--- src/rtl/alu_pkg.sv ---
// Shared definitions for the ALU issue arbiter: ALU op codes, default
// datapath width, the CMP status flag bundle and result buffer states.
package alu_pkg;

    localparam int DATA_W_DEFAULT = 32;

    localparam logic [3:0] OP_AND  = 4'h0;
    localparam logic [3:0] OP_ADD  = 4'h1;
    localparam logic [3:0] OP_SUB  = 4'h2;
    localparam logic [3:0] OP_CMP  = 4'h3;
    localparam logic [3:0] OP_ANDI = 4'h4;
    localparam logic [3:0] OP_ADDI = 4'h5;
    localparam logic [3:0] OP_LD   = 4'h6;
    localparam logic [3:0] OP_ST   = 4'h7;
    localparam logic [3:0] OP_SUBI = 4'h8;
    localparam logic [3:0] OP_MOV  = 4'h9;
    localparam logic [3:0] OP_MOVI = 4'hA;
    localparam logic [3:0] OP_SLL  = 4'hB;
    localparam logic [3:0] OP_SLR  = 4'hC;
    localparam logic [3:0] OP_SLLV = 4'hD;
    localparam logic [3:0] OP_SLRV = 4'hE;
    localparam logic [3:0] OP_ZERO = 4'hF;

    typedef struct packed {
        logic z;
        logic c;
        logic v;
    } flags_t;

    typedef enum logic {
        BUF_EMPTY = 1'b0,
        BUF_FULL  = 1'b1
    } buf_state_t;

endpackage

--- src/rtl/alu_core.sv ---
// Purely combinational ALU: op/a/b -> result, plus the raw subtract flags
// (the caller decides when they become architectural).
module alu_core
    import alu_pkg::*;
#(
    parameter int DATA_W = DATA_W_DEFAULT
) (
    input  logic [3:0]        op,
    input  logic [DATA_W-1:0] a,
    input  logic [DATA_W-1:0] b,
    output logic [DATA_W-1:0] result,
    output logic              z,
    output logic              c,
    output logic              v
);

    logic [DATA_W-1:0] w_diff;

    assign w_diff = a - b;

    // Result select; shift amount uses only the low five bits of B.
    always_comb begin
        result = '0;
        case (op)
            OP_AND, OP_ANDI:                result = a & b;
            OP_ADD, OP_ADDI, OP_LD, OP_ST:  result = a + b;
            OP_SUB, OP_CMP, OP_SUBI:        result = w_diff;
            OP_MOV, OP_MOVI:                result = a;
            OP_SLL, OP_SLLV:                result = a << b[4:0];
            OP_SLR, OP_SLRV:                result = a >> b[4:0];
            default:                        result = '0;
        endcase
    end

    assign z = (w_diff == '0);
    assign c = (a < b);
    assign v = (a[DATA_W-1] != b[DATA_W-1]) && (w_diff[DATA_W-1] != a[DATA_W-1]);

endmodule

--- src/rtl/alu_issue_arbiter.sv ---
// Round-robin arbiter sharing one ALU between two requesters, with a
// one-entry registered result buffer and the architectural CMP flags.
// Optional performance counters are built when ALU_ARB_PERF_EN is defined.
//
// Result buffer states:
//   state     | meaning
//   BUF_EMPTY | no result held, res_valid=0
//   BUF_FULL  | result held until res_ready, res_valid=1
module alu_issue_arbiter
    import alu_pkg::*;
#(
    parameter int DATA_W = DATA_W_DEFAULT,
    parameter int TAG_W  = 4
) (
    input  logic              clk,
    input  logic              reset,
    input  logic              req0_valid,
    output logic              req0_ready,
    input  logic [3:0]        req0_op,
    input  logic [DATA_W-1:0] req0_a,
    input  logic [DATA_W-1:0] req0_b,
    input  logic [TAG_W-1:0]  req0_tag,
    input  logic              req1_valid,
    output logic              req1_ready,
    input  logic [3:0]        req1_op,
    input  logic [DATA_W-1:0] req1_a,
    input  logic [DATA_W-1:0] req1_b,
    input  logic [TAG_W-1:0]  req1_tag,
    output logic              res_valid,
    input  logic              res_ready,
    output logic [DATA_W-1:0] res_data,
    output logic              res_src,
    output logic [TAG_W-1:0]  res_tag,
`ifdef ALU_ARB_PERF_EN
    output logic [31:0]       grant_cnt0,
    output logic [31:0]       grant_cnt1,
    output logic [31:0]       stall_cnt,
`endif
    output logic              flag_z,
    output logic              flag_c,
    output logic              flag_v
);

    buf_state_t        r_state;
    buf_state_t        w_state_nxt;
    logic              r_rr;
    logic [DATA_W-1:0] r_data;
    logic              r_src;
    logic [TAG_W-1:0]  r_tag;
    flags_t            r_flags;

    logic              w_can_accept;
    logic              w_gnt0;
    logic              w_gnt1;
    logic              w_gnt_any;
    logic [3:0]        w_op;
    logic [DATA_W-1:0] w_a;
    logic [DATA_W-1:0] w_b;
    logic [TAG_W-1:0]  w_tag;
    logic [DATA_W-1:0] w_alu_res;
    logic              w_alu_z;
    logic              w_alu_c;
    logic              w_alu_v;

    // Nothing is granted while reset is held, so requests pending across
    // reset are re-arbitrated from a clean pointer afterwards.
    assign w_can_accept = !reset && ((r_state == BUF_EMPTY) || res_ready);
    assign w_gnt0       = w_can_accept && req0_valid && (!req1_valid || !r_rr);
    assign w_gnt1       = w_can_accept && req1_valid && (!req0_valid ||  r_rr);
    assign w_gnt_any    = w_gnt0 || w_gnt1;

    assign req0_ready = w_gnt0;
    assign req1_ready = w_gnt1;

    assign w_op  = w_gnt1 ? req1_op  : req0_op;
    assign w_a   = w_gnt1 ? req1_a   : req0_a;
    assign w_b   = w_gnt1 ? req1_b   : req0_b;
    assign w_tag = w_gnt1 ? req1_tag : req0_tag;

    alu_core #(.DATA_W(DATA_W)) u_alu_core (
        .op     (w_op),
        .a      (w_a),
        .b      (w_b),
        .result (w_alu_res),
        .z      (w_alu_z),
        .c      (w_alu_c),
        .v      (w_alu_v)
    );

    // Buffer state register.
    always_ff @(posedge clk) begin
        if (reset) r_state <= BUF_EMPTY;
        else       r_state <= w_state_nxt;
    end

    // Buffer next state: a grant always fills, a take without a grant empties.
    always_comb begin
        w_state_nxt = r_state;
        case (r_state)
            BUF_EMPTY: if (w_gnt_any) w_state_nxt = BUF_FULL;
            BUF_FULL:  if (!w_gnt_any && res_ready) w_state_nxt = BUF_EMPTY;
            default:   w_state_nxt = BUF_EMPTY;
        endcase
    end

    // Result payload, round-robin pointer and CMP flags, all loaded on grant.
    always_ff @(posedge clk) begin
        if (reset) begin
            r_data  <= '0;
            r_src   <= 1'b0;
            r_tag   <= '0;
            r_rr    <= 1'b0;
            r_flags <= '0;
        end else if (w_gnt_any) begin
            r_data <= w_alu_res;
            r_src  <= w_gnt1;
            r_tag  <= w_tag;
            r_rr   <= w_gnt0;
            if (w_op == OP_CMP) r_flags <= '{z: w_alu_z, c: w_alu_c, v: w_alu_v};
        end
    end

`ifdef ALU_ARB_PERF_EN
    logic [31:0] r_grant_cnt0;
    logic [31:0] r_grant_cnt1;
    logic [31:0] r_stall_cnt;

    // Free-running wrap-around event counters.
    always_ff @(posedge clk) begin
        if (reset) begin
            r_grant_cnt0 <= '0;
            r_grant_cnt1 <= '0;
            r_stall_cnt  <= '0;
        end else begin
            if (w_gnt0) r_grant_cnt0 <= r_grant_cnt0 + 32'd1;
            if (w_gnt1) r_grant_cnt1 <= r_grant_cnt1 + 32'd1;
            if ((req0_valid || req1_valid) && !w_gnt_any) r_stall_cnt <= r_stall_cnt + 32'd1;
        end
    end

    assign grant_cnt0 = r_grant_cnt0;
    assign grant_cnt1 = r_grant_cnt1;
    assign stall_cnt  = r_stall_cnt;
`endif

    assign res_valid = (r_state == BUF_FULL);
    assign res_data  = r_data;
    assign res_src   = r_src;
    assign res_tag   = r_tag;
    assign flag_z    = r_flags.z;
    assign flag_c    = r_flags.c;
    assign flag_v    = r_flags.v;

endmodule
--- config.mk ---
export PLATFORM = sky130hd
export DESIGN_NAME = alu_issue_arbiter
export DESIGN_NICKNAME = d
export VERILOG_FILES = /design/src/rtl/alu_pkg.sv /design/src/rtl/alu_core.sv /design/src/rtl/alu_issue_arbiter.sv
export SDC_FILE = /design/constraint.sdc
export NUM_CORES = 1
export LEC_CHECK = 0
export ABC_AREA = 1
export CAP_MARGIN = 15
export CORE_ASPECT_RATIO = 1.5
export CORE_MARGIN = 2
export CORE_UTILIZATION = 61
export CTS_BUF_LIST = sky130_fd_sc_hd__clkbuf_8
export CTS_CLUSTER_DIAMETER = 200
export DETAILED_ROUTE_END_ITERATION = 6
export GPL_ROUTABILITY_DRIVEN = 0
export GPL_TIMING_DRIVEN = 0
export PLACE_DENSITY = 0.95
export SYNTH_ARGS = -nofsm -noshare
export SYNTH_HDL_FRONTEND = slang
export SYNTH_SLANG_ARGS = --single-unit
export TNS_END_PERCENT = 100
--- constraint.sdc ---
create_clock -name clk -period 10.2 [get_ports clk]
set_input_delay 2.04 -clock clk [delete_from_list [all_inputs] [get_ports clk]]
set_output_delay 2.04 -clock clk [all_outputs]
set_load 0.01 [all_outputs]
==> impl_results.md, run 1 <==
* Post-synth net total at 2376
* Post_cts resized at 0
* Ys Warns at 0
* Post-CTS setup buffers at 0
* Dpl cells at 2566
* HPWL Detailed at 43000 microns
* Ys async rst share at 0
* Status: aborted with a tool error
* Yosys top cell area share at 0.236
* Clk sinks at 42
* Post-synth EDFFs at 0
* Inserted Clock Buffers at 5
* PortBufs at 190
* First-pass GRT wire length at 91900 microns
* First Err: [ERROR GRT-0116] Global routing finished with congestion. Check the congestion regions in the DRC Viewer.
* Vias in the first global route at ~17000
* Io pins at roughly 190
* Sequential area share after synthesis at 0.0765
* Longest Clk Path Bufs at 2
* Mean Syn Cell Area at 5.09 sq um
* Initial core utilization at 0.618
* Ranking of synthesized cells by area: nand2_1, nand3_1, inv_1, dfxtp_1, ha_1
* Total grt overflow at 127
* Htree depth at 2
* Die Ht at ~170 microns
* Cells after synthesis at approximately 2200
* Overall Global Routing Usage at 0.611
* Most common library cells after synthesis: nand2_1, inv_1, nand3_1, nor2_1, a21oi_1
* Placement Setup Slack at roughly 3000 ps
* Most area-hungry cell type in the Yosys netlist: nand2_1
* CTS Root Cell: clkbuf_8
* Chip width at 114 microns
* Synth Cell Area at 11000 sq um
* Rows at 60
* Hold Buf Count CTS at 0
* Unique masters post-synth at 56
* Synth Register Bits at 42
* Main flop type after synthesis: dfxtp_1
* Top-count cell post-synth: nand2_1
* Pin count of the biggest net entering global routing at 13
* Failed at: global routing
-- stage by stage --
step / hold slack (ps) / cell area (sq um)
2_1_floorplan: 488 / 11000
3_3_place_gp: 452 / 13200
3_5_place_dp: 454 / 13200
4_1_cts: 467 / 13300
-- logic make-up after synthesis --
| kind of cell | Yosys count | share of synthesized area |
|---|---|---|
| adder cells (fa/ha/maj) | 68 | 0.0787 |
| AND/OR/NAND/NOR | 1170 | 0.450 |
| AO/OA/AOI/OAI | 425 | 0.221 |
| multiplexers | 6 | 0.00546 |
| buffers and inverters | 435 | 0.159 |
| XOR/XNOR | 13 | 0.0104 |
| flip-flops | 42 | 0.0765 |
-- routing by layer --
metal / global-route usage / overflow
met5: 0.0640 / 0
met4: 0.610 / 43
met3: 0.385 / 3
met2: 0.831 / 80
met1: 0.609 / 1
==> run 2: changes to the inputs <==
- CORE_ASPECT_RATIO: 1.5 -> not set
- CORE_UTILIZATION: 61 -> 40
- CTS_BUF_LIST: sky130_fd_sc_hd__clkbuf_8 -> not set
- CTS_CLUSTER_DIAMETER: 200 -> not set
- PLACE_DENSITY: 0.95 -> not set
- PLACE_DENSITY_LB_ADDON: not set -> 0.15
==> impl_results.md, run 2 <==
* Hold Buf Count CTS at 0 (unchanged)
* Full die area at approximately 29000 sq um
* N_diodes at 0
* Final ANT Viol Nets at 0
* Failing checks: DRC
* Most area-hungry cell type in the Yosys netlist: nand2_1
* Flop pwr share at 0.125
* Max Fanout on Critical Path at 10
* Area occupied by multi-input gates at around 8400 sq um
* Static Leak at between 0.006 and 0.007 uW
* Slew @ Worst Pin at approximately 980 ps
* Longest Clk Path Bufs at 2 (unchanged)
* Drt pass-1 iters at 7
* Ys Warns at 0 (unchanged)
* Rows at 60 (unchanged)
* Initial antenna violation count at 1
* CP Capture Type: flip-flop
* Setup tns final at 0 ps
* Final wirelength at 56800 microns
* Max-slew violations at 0
* Yosys top cell area share at 0.236 (unchanged)
* Hold slack at ~460 ps
* Core area at between 20000 and 30000 sq um
* Worst path required time at ~10000 ps
* Cell-internal power at between 600 and 700 uW
* Chip width at 170 microns (+49%)
* CTS tree: done
* First DRT Iteration DRCs at 2651
* Setup violators final at 0
* Most common library cells after synthesis: nand2_1, inv_1, nand3_1, nor2_1, a21oi_1
* Ys async rst share at 0 (unchanged)
* First-pass GRT wire length at 83500 microns
* Pwr dens at 112 nW/um^2
* Sw Pwr at 880 uW
* HPWL Detailed at 46000 microns (+7.0%)
* Initial core utilization at 0.408 (-0.210)
* WL/cell at 21.0 microns
* Unique masters post-synth at 56 (unchanged)
* Most frequent cells in the layout: nand2_1, inv_1, nand3_1, clkdlybuf4s50_1, nor2_1
* Max reg flops at 32
* Die Ht at 170 microns (+0.81%)
* Clk Latency, worst-skew pair at 280 ps
* Clock skew at between 5 and 6 ps
* Vias at 16100
* RSZ-0062 raised after global routing: no
* Post-synth net total at 2376 (unchanged)
* Overall Global Routing Usage at 0.381
* Min Tclk post-route at around 7000 ps
* Io pins at 192 (unchanged)
* Rel. slew slack at 0.337
* Worst Path Arrival at around 7300 ps
* Commonest non-fill, non-tap cell in the layout: nand2_1
* Vias in the first global route at 14800
* Clock power frac at 0.106
* Top-count cell post-synth: nand2_1
* CTS Root Cell: clkbuf_16
* Post-synth EDFFs at 0 (unchanged)
* Sw Share at 0.580
* Synth Register Bits at 42 (unchanged)
* FILL cells at about 3000
* Cells after synthesis at 2159 (unchanged)
* Max rail drop VDD at 0.0000763 V
* Fmax at around 140 MHz
* Total grt overflow at 0
* Post-CTS setup buffers at 0 (unchanged)
* # DRC at 19
* Final-report hold violation count at 0
* Status: finished, violations left
* CTS clk-pin slew, worst paths at 60 ps
* Comb power frac at 0.769
* Sequential cell area at 841 sq um
* Ranking of synthesized cells by area: nand2_1, nand3_1, inv_1, dfxtp_1, ha_1
* Inserted Clock Buffers at 5 (unchanged)
* Worst Setup Path Type: in2reg
* Final period util at 0.699
* Sequential area share after synthesis at 0.0765 (unchanged)
* PortBufs at 190 (unchanged)
* Pin count of the biggest net entering global routing at 14
* Fin nets at 2574
* Vias per inst at 5.96
* Clk sinks at 42 (unchanged)
* Htree depth at 2 (unchanged)
* Main flop type after synthesis: dfxtp_1
* CP Launch Type: input pin
* Worst hold path class: reg2reg
* Area grow syn2layout at 22.6%
* Share of cells above drive strength 1 at 0.0454
* Post_cts resized at 0 (unchanged)
* Synth Cell Area at 11000 sq um (unchanged)
* Maximum Capacitance Violations at 0
* Mean Syn Cell Area at 5.09 sq um (unchanged)
[run 2: cell counts after synthesis]
No cell type changed its count.
[run 2: worst max-delay path, stage by stage]
cell and delay (ps):
clkdlybuf4s50_1 540, a21oi_4 110, nand2_4 140, buf_6 180, nand2_1 60, nand2_1 360, clkbuf_1 500, buf_2 390
ha_1 360, inv_1 100, nand2_1 70, a31oi_1 520, nand2_1 100, nand2_1 260, a21oi_1 130, xor2_1 170
a21oi_1 620, o21ai_0 180, nand3b_1 190, o21ai_1 180, a21oi_1 80
[run 2: cell families after synthesis]
group           synth area share
simple gates               0.450
buf+inv                    0.159
compound gates             0.221
fa+ha+maj                 0.0787
flops                     0.0765
xor+xnor                  0.0104
mux                      0.00546
[run 2: per-stage QoR]
step           area [sq um]  worst slack [ps]  total power, uW  utilization  instances
2_1_floorplan         11000              4880              883            -       2159
3_3_place_gp          13300              2960             1270        0.494       2690
3_5_place_dp          13300              2850             1280        0.494       2690
4_1_cts               13500              3130             1440        0.500       2698
5_1_grt               13500              2730             1600        0.500       2699
6_report              13500              3070             1520        0.500       2699
[run 2: worst paths after layout]
path	start	endpoint	slack, ps	cells after the start
max reg2reg	r_rr	res_data[10]	4970	21
max	req0_valid	res_data[10]	3070	21
min reg2reg	res_data[4]	res_data[4]	460	2
min	res_data[4]	res_data[4]	460	2
[run 2: power by group through the flow]
stage	sequential [uW]	combinational, uW	clock (uW)
after floorplan	200	683	0
after global placement	192	1080	0
after detailed placement	193	1080	0
after CTS	189	1090	162
after global routing	191	1240	171
final	190	1170	160
[run 2: layer usage]
layer | track usage | vias up | part of all wire
li1 | - | 7396 | -
met4 | 0.240 | 2 | 0.079
met2 | 0.581 | 1291 | 0.41
met3 | 0.126 | 325 | 0.15
met1 | 0.459 | 7066 | 0.36
met5 | 0 | - | 0.00014
[run 2: layout make-up]
type | count | share of cell area
Buffer | 102 | 0.0368
Clock buffer | 6 | 0.0103
Clock inverter | 2 | 0.000928
Inverter | 333 | 0.0927
Multi-Input combinational cell | 1682 | 0.624
Sequential cell | 42 | 0.0624
Tap cell | 341 | 0.0316
Timing Repair Buffer | 191 | 0.142
(Power assumes the default switching activity.)
